<file path="config.mk">
export PLATFORM = sky130hd
export DESIGN_NAME = pcw_dn_arbiter
export DESIGN_NICKNAME = d
export VERILOG_FILES = /design/src/rtl/pcw_dn_pkg.sv /design/src/rtl/pcw_dn_hold.sv /design/src/rtl/pcw_dn_arbiter.sv
export SDC_FILE = /design/constraint.sdc
export NUM_CORES = 1
export LEC_CHECK = 0
export BUFFER_PORTS_ARGS = -buffer_cell sky130_fd_sc_hd__buf_2
export CAP_MARGIN = 20
export CORE_MARGIN = 5
export CORE_UTILIZATION = 34
export DETAILED_ROUTE_END_ITERATION = 10
export PLACE_DENSITY_LB_ADDON = 0.05
export SYNTH_ARGS = -nofsm -noshare
export SYNTH_HDL_FRONTEND = slang
export SYNTH_SLANG_ARGS = --single-unit
</file>
<file path="constraint.sdc">
create_clock -name clk_sys -period 4.2 [get_ports clk_sys]
set_input_delay 0.21 -clock clk_sys [delete_from_list [all_inputs] [get_ports clk_sys]]
set_output_delay 0.21 -clock clk_sys [all_outputs]
set_load 0.1 [all_outputs]
</file>
<file path="src/rtl/pcw_dn_pkg.sv">
// Shared types and constants for the PCW download-port arbiter.
package pcw_dn_pkg;

   typedef enum logic [2:0] {
      IDLE    = 3'd0,
      BOOT_RD = 3'd1,
      BOOT_WR = 3'd2,
      EXEC    = 3'd3,
      HPS     = 3'd4
   } dn_state_t;

   localparam logic [127:0] PAL_DEFAULT = 128'h00000032cd320000ff00ffff00000000;
   localparam int ROM_LAT_MAX = 3;
   localparam int LAT_W       = $clog2(ROM_LAT_MAX + 1);

endpackage

</file>
<file path="src/rtl/pcw_dn_hold.sv">
// Single-entry address/data hold register for HPS download bytes.
module pcw_dn_hold #(
   parameter int ADDR_W = 16
) (
   input  logic              clk_sys,
   input  logic              reset_n,
   input  logic              load,
   input  logic              accept,
   input  logic [ADDR_W-1:0] ld_addr,
   input  logic [7:0]        ld_data,
   output logic              full,
   output logic [ADDR_W-1:0] addr,
   output logic [7:0]        data
);

   always_ff @(posedge clk_sys or negedge reset_n) begin
      if (!reset_n) begin
         full <= 1'b0;
         addr <= '0;
         data <= '0;
      end else if (load) begin
         full <= 1'b1;
         addr <= ld_addr;
         data <= ld_data;
      end else if (accept) begin
         full <= 1'b0;
      end
   end

endmodule

</file>
<file path="src/rtl/pcw_dn_arbiter.sv">
// Sequences the boot-ROM copy and HPS ROM download onto the core's download port.
// Optional PCW_DN_PALETTE_EN: capture PAL_INDEX bytes into the palette shift register.
//
// state   | meaning
// IDLE    | port free; boot copy has priority over HPS
// BOOT_RD | boot ROM read in flight, latency down-counter running
// BOOT_WR | boot byte presented, waiting for dn_ready
// EXEC    | one-cycle execute strobe
// HPS     | HPS download granted, bytes flow through hold register
module pcw_dn_arbiter
   import pcw_dn_pkg::*;
#(
   parameter int          BOOT_ROM_END = 275,
   parameter int          ADDR_W       = 16,
   parameter int          ROM_LAT      = 1,
   parameter logic [15:0] EXEC_ADDR    = 16'h0000,
   parameter logic [7:0]  ROM_INDEX    = 8'd0,
   parameter logic [7:0]  PAL_INDEX    = 8'd3
) (
   input  logic              clk_sys,
   input  logic              reset_n,
   input  logic              boot_req,
   output logic [ADDR_W-1:0] rom_addr,
   input  logic [7:0]        rom_data,
   input  logic              ioctl_download,
   input  logic [7:0]        ioctl_index,
   input  logic              ioctl_wr,
   input  logic [ADDR_W-1:0] ioctl_addr,
   input  logic [7:0]        ioctl_data,
   output logic              ioctl_wait,
   input  logic              dn_ready,
   output logic              dn_go,
   output logic              dn_wr,
   output logic [ADDR_W-1:0] dn_addr,
   output logic [7:0]        dn_data,
   output logic [15:0]       execute_addr,
   output logic              execute_enable,
   output logic [127:0]      palette
);

   localparam logic [LAT_W-1:0]  LAT_LOAD = LAT_W'(ROM_LAT - 1);
   localparam logic [ADDR_W-1:0] END_ADDR = ADDR_W'(BOOT_ROM_END);

   dn_state_t         state, state_nxt;
   logic [ADDR_W-1:0] rom_addr_q, rom_addr_nxt;
   logic [LAT_W-1:0]  lat_q, lat_nxt;
   logic [ADDR_W-1:0] boot_addr_q, boot_addr_nxt;
   logic [7:0]        boot_data_q, boot_data_nxt;
   logic              boot_pending_q, boot_pending_nxt;

   logic              hold_full, hold_load, hold_accept;
   logic [ADDR_W-1:0] hold_addr;
   logic [7:0]        hold_data;
   logic              rom_hit, pal_hit, in_hps;

   assign in_hps  = (state == HPS);
   assign pal_hit = ioctl_wr && (ioctl_index == PAL_INDEX);
   // Palette index takes precedence so ROM_INDEX==PAL_INDEX never double-books a byte.
   assign rom_hit = ioctl_wr && (ioctl_index == ROM_INDEX) && !pal_hit;

   assign hold_accept = in_hps && hold_full && dn_ready;
   assign hold_load   = in_hps && rom_hit && (!hold_full || hold_accept);

   pcw_dn_hold #(.ADDR_W(ADDR_W)) u_hold (
      .clk_sys (clk_sys),
      .reset_n (reset_n),
      .load    (hold_load),
      .accept  (hold_accept),
      .ld_addr (ioctl_addr),
      .ld_data (ioctl_data),
      .full    (hold_full),
      .addr    (hold_addr),
      .data    (hold_data)
   );

   always_ff @(posedge clk_sys or negedge reset_n) begin
      if (!reset_n) begin
         state          <= IDLE;
         rom_addr_q     <= '0;
         lat_q          <= '0;
         boot_addr_q    <= '0;
         boot_data_q    <= '0;
         boot_pending_q <= 1'b1;
      end else begin
         state          <= state_nxt;
         rom_addr_q     <= rom_addr_nxt;
         lat_q          <= lat_nxt;
         boot_addr_q    <= boot_addr_nxt;
         boot_data_q    <= boot_data_nxt;
         boot_pending_q <= boot_pending_nxt;
      end
   end

   always_comb begin
      state_nxt        = state;
      rom_addr_nxt     = rom_addr_q;
      lat_nxt          = lat_q;
      boot_addr_nxt    = boot_addr_q;
      boot_data_nxt    = boot_data_q;
      boot_pending_nxt = boot_pending_q;
      case (state)
         IDLE: begin
            if (boot_pending_q || boot_req) begin
               state_nxt        = BOOT_RD;
               rom_addr_nxt     = '0;
               lat_nxt          = LAT_LOAD;
               boot_pending_nxt = 1'b1;
            end else if (ioctl_download) begin
               state_nxt = HPS;
            end
         end
         BOOT_RD: begin
            if (lat_q == '0) begin
               boot_data_nxt = rom_data;
               boot_addr_nxt = rom_addr_q;
               state_nxt     = BOOT_WR;
            end else begin
               lat_nxt = lat_q - LAT_W'(1);
            end
         end
         BOOT_WR: begin
            if (dn_ready) begin
               if (rom_addr_q == END_ADDR) begin
                  boot_pending_nxt = 1'b0;
                  state_nxt        = EXEC;
               end else begin
                  rom_addr_nxt = rom_addr_q + ADDR_W'(1);
                  lat_nxt      = LAT_LOAD;
                  state_nxt    = BOOT_RD;
               end
            end
         end
         EXEC: state_nxt = IDLE;
         HPS: begin
            if (boot_req) boot_pending_nxt = 1'b1;
            if (!ioctl_download && !hold_full) state_nxt = IDLE;
         end
         default: state_nxt = IDLE;
      endcase
   end

   assign rom_addr       = rom_addr_q;
   assign dn_go          = (state == BOOT_RD) || (state == BOOT_WR) || in_hps;
   assign dn_wr          = (state == BOOT_WR) || (in_hps && hold_full);
   assign dn_addr        = in_hps ? hold_addr : boot_addr_q;
   assign dn_data        = in_hps ? hold_data : boot_data_q;
   assign execute_enable = (state == EXEC);
   assign execute_addr   = EXEC_ADDR;
   // Outside HPS any pending download is stalled until the port is granted.
   assign ioctl_wait     = in_hps ? hold_full : ioctl_download;

`ifdef PCW_DN_PALETTE_EN
   logic [127:0] palette_q;

   always_ff @(posedge clk_sys or negedge reset_n) begin
      if (!reset_n) begin
         palette_q <= PAL_DEFAULT;
      end else if (in_hps && pal_hit) begin
         palette_q <= {palette_q[119:0], ioctl_data};
      end
   end

   assign palette = palette_q;
`else
   assign palette = PAL_DEFAULT;
`endif

endmodule

</file>
==> results.cfg <==
[global_route]
overflow = 0
grt_max_degree = 72
track_usage_pct = 13.07
grt_pass1_vias = 2973
grt_pass1_wl_um = 16450
grt_antenna_before_repair = 0

[clock_network]
clk_pin_slew_ps = 50
clkSinkCount = 71
cts_buffers = 9
clockBufferDepth = 2
cts_tree = yes
cts_max_level = 3
cts_setup_buffers = 0
postCtsHoldBufs = 0
clkLatencyLatePin_ps = 330
cts_resized = 0
cts_root_buf = clkbuf_16

[finish]
insertedDiodeCount = 0
seq_area_mm2 = 0.001778
utilization_pct = 36.77
multi_input_comb_area_mm2 = 0.002127
final_area_mm2 = 0.004888
drive_gt1_share_pct = 23.98
final_nets = 608
syn_to_final_growth_pct = 5.738
nFillCells = 1377

[logic_synthesis]
ys_ff_latch = 71
yosysMostFrequentCell = buf_4
synth_cells = 481
ys_seq_area_share_pct = 38.46
synthTopCellsByArea = dfrtp_1 (38%), buf_4 (24%), nand2_1 (6.8%), mux2_1 (6.1%), mux2_2 (5.6%)
ys_types = 52
synthesis.area_mm2 = 0.004623
synthXorXnorAreaFrac_pct = 0.1894
yosysWarnings = 0
synth_common_cells = buf_4 (146), nand2_1 (84), dfrtp_1 (70)
yosysTopAreaCell = dfrtp_1
synth_mux_area_share_pct = 11.69
synthArstFlopShare_pct = 100.0
synth_compound_area_share_pct = 8.390
synth_edf_count = 0
synth_top_family_by_area = buffers and inverters
synth_top_area_share_pct = 37.89
syn_area_per_cell_um2 = 9.612
synthAdderAreaFrac_pct = 0.5413
synthFlopType = dfrtp_1
synth-simple-area-share_pct = 13.50

[die]
die_h_um = 126.6
die_w_um = 126.6
rows = 42
start_util_pct = 34.77
core_mm2 = 0.01330
io-pin-count = 234
die_area_mm2 = 0.01603

[critical_path]
crit_type = register to register
start_kind = register
cpMaxStageDelayCell = a21oi_4
r2r_end = u_hold.addr[3]$_DFFE_PN0P_
cp.arrival_ps = 2750
max_stage_delay_ps = 690
critPathMaxFanout = 27
crit_chain = nor2_4 -> and2_1 -> buf_4 -> nand4_4 -> a21oi_4 -> mux2_2
reg2reg_from = state[0]$_DFFE_PN0P_
end_kind = register
r2r_cells = 6
cp_data_required_time_ps = 4420
critical-path-top-delay-family = compound AO/OA/AOI/OAI gates
path_buf_inv = 1
r2r_setup_slack_ps = 1660

[placed_design]
port_buffers = 89
globalplace.congestion = 0.7806
dp_hpwl_um = 7878
postPlaceCellArea_mm2 = 0.004614

[route]
via_per_inst = 4.203
postRouteAntennaNets = 0
drt_pass1_iterations = 4
routedWlPerCell_um = 14.95
drt_iter0_drc = 172
drc = 0
dr_total_vias = 3106
wirelength_um = 11050

[min_path]
holdCritPathClass = input port to async pin

[power]
p_per_area_mw_per_mm2 = 653.8
power_mw = 3.196
irDropWorstVdd_mv = 0.3067
power_leakage_nw = 2.728

[sta]
setup_violations = 0
setup-tns-final_ps = 0
fin_crit_sh_pct = 60.44
fin_crit_ps = 2539
rsz0062_at_grt = false
hold_violations = 0
slew_violations = 0
worst_pin_slew_ps = 967.6
timing.fmax_ghz = 0.3939
max_slew_margin_pct = 35.50
fin_skew_ps = 4.972

[outcome]
status = complete, no violations

[flow_run]
maxCapViolations = 0
## through the flow
stage / setup slack, ps / instances / hold WS [ps]
detailed placement: 1586 / 724 / 431.6
floorplan: 1056 / 623 / -85.59
global placement: 1637 / 724 / 426.5
finish: 1661 / 739 / 20.92
CTS: 1320 / 738 / 63.41
global route: 1444 / 739 / 80.87
## cells in the final DEF (no fill, tap or decap), drive strengths merged, types with 2 or more instances in the layout
cell type  synthesis  layout
conb               2     144
buf              159      92
nand2             84      84
dfrtp             70      70
mux2              48      48
o21ai             21      21
clkbuf             7      12
o31ai             10      10
a21oi              9       9
inv                7       7
nand3              6       6
nand4              5       5
nor2               5       5
a31oi              4       4
nor2b              3       3
nor4               3       3
nor3               3       3
a21o               3       3
nor4b              3       3
nor3b              3       3
and2               2       2
and4               2       2
o41ai              2       2
a41oi              2       2
ha                 2       2
clkinv             0       2
## worst max-delay path by stage
stage,startpoint,endpoint,slack [ps],depth (start not counted)
6_report,state[0]$_DFFE_PN0P_,u_hold.addr[3]$_DFFE_PN0P_,1660,6
5_1_grt,state[0]$_DFFE_PN0P_,u_hold.addr[3]$_DFFE_PN0P_,1440,6
4_1_cts,state[0]$_DFFE_PN0P_,dn_addr[6],1320,5
3_5_place_dp,state[0]$_DFFE_PN0P_,u_hold.addr[3]$_DFFE_PN0P_,1590,6
3_3_place_gp,state[0]$_DFFE_PN0P_,u_hold.addr[0]$_DFFE_PN0P_,1640,6
2_1_floorplan,state[2]$_DFFE_PN0P_,ioctl_wait,1060,4
## worst register-to-register path: stages (launching register included)
cell and delay (ps):
dfrtp_1 530, nor2_4 170, and2_1 140, buf_4 320
nand4_4 150, a21oi_4 690, mux2_2 420
## area by class of cell
cell class	instances	area share [%]
multi-input cells	379	43.51
flip-flops and latches	71	36.37
repair buffers	92	10.03
clock buffers	12	4.837
well taps	176	4.505
inverters	7	0.5375
clock inverters	2	0.2048
## routing by layer
layer	global-route usage [%]	vias up	share of wire, %
li1	-	1482	-
met1	15.27	1483	41
met2	22.42	128	50
met3	4.918	13	8.5
met4	3.722	0	1.1
met5	0	-	0
## power by group
part / internal [mW] / total, mW / switching (mW)
combinational: 0.261 / 1.70 / 1.44
sequential: 0.759 / 0.835 / 0.0761
clock: 0.391 / 0.662 / 0.271
## registers in the layout, indices dropped and copies added (netlist names)
register / flops
u_hold.full: 1
boot_pending_q: 1
boot_data_q: 8
rom_addr: 16
u_hold.data: 8
u_hold.addr: 16
lat_q: 2
boot_addr_q: 16
state: 3
## logic make-up (layout without fill, tap and decap cells)
group                      Yosys count  in the layout
buffers and inverters              173            113
and+or+nand+nor                    127            127
DFF                                 71             71
AOI/OAI and AO/OA                   57             57
muxes                               48             48
adders and majority gates            2              2
other                                2            144
xor gates and xnor gates             1              1
No activity file was read; power rests on OpenSTA's default activity.
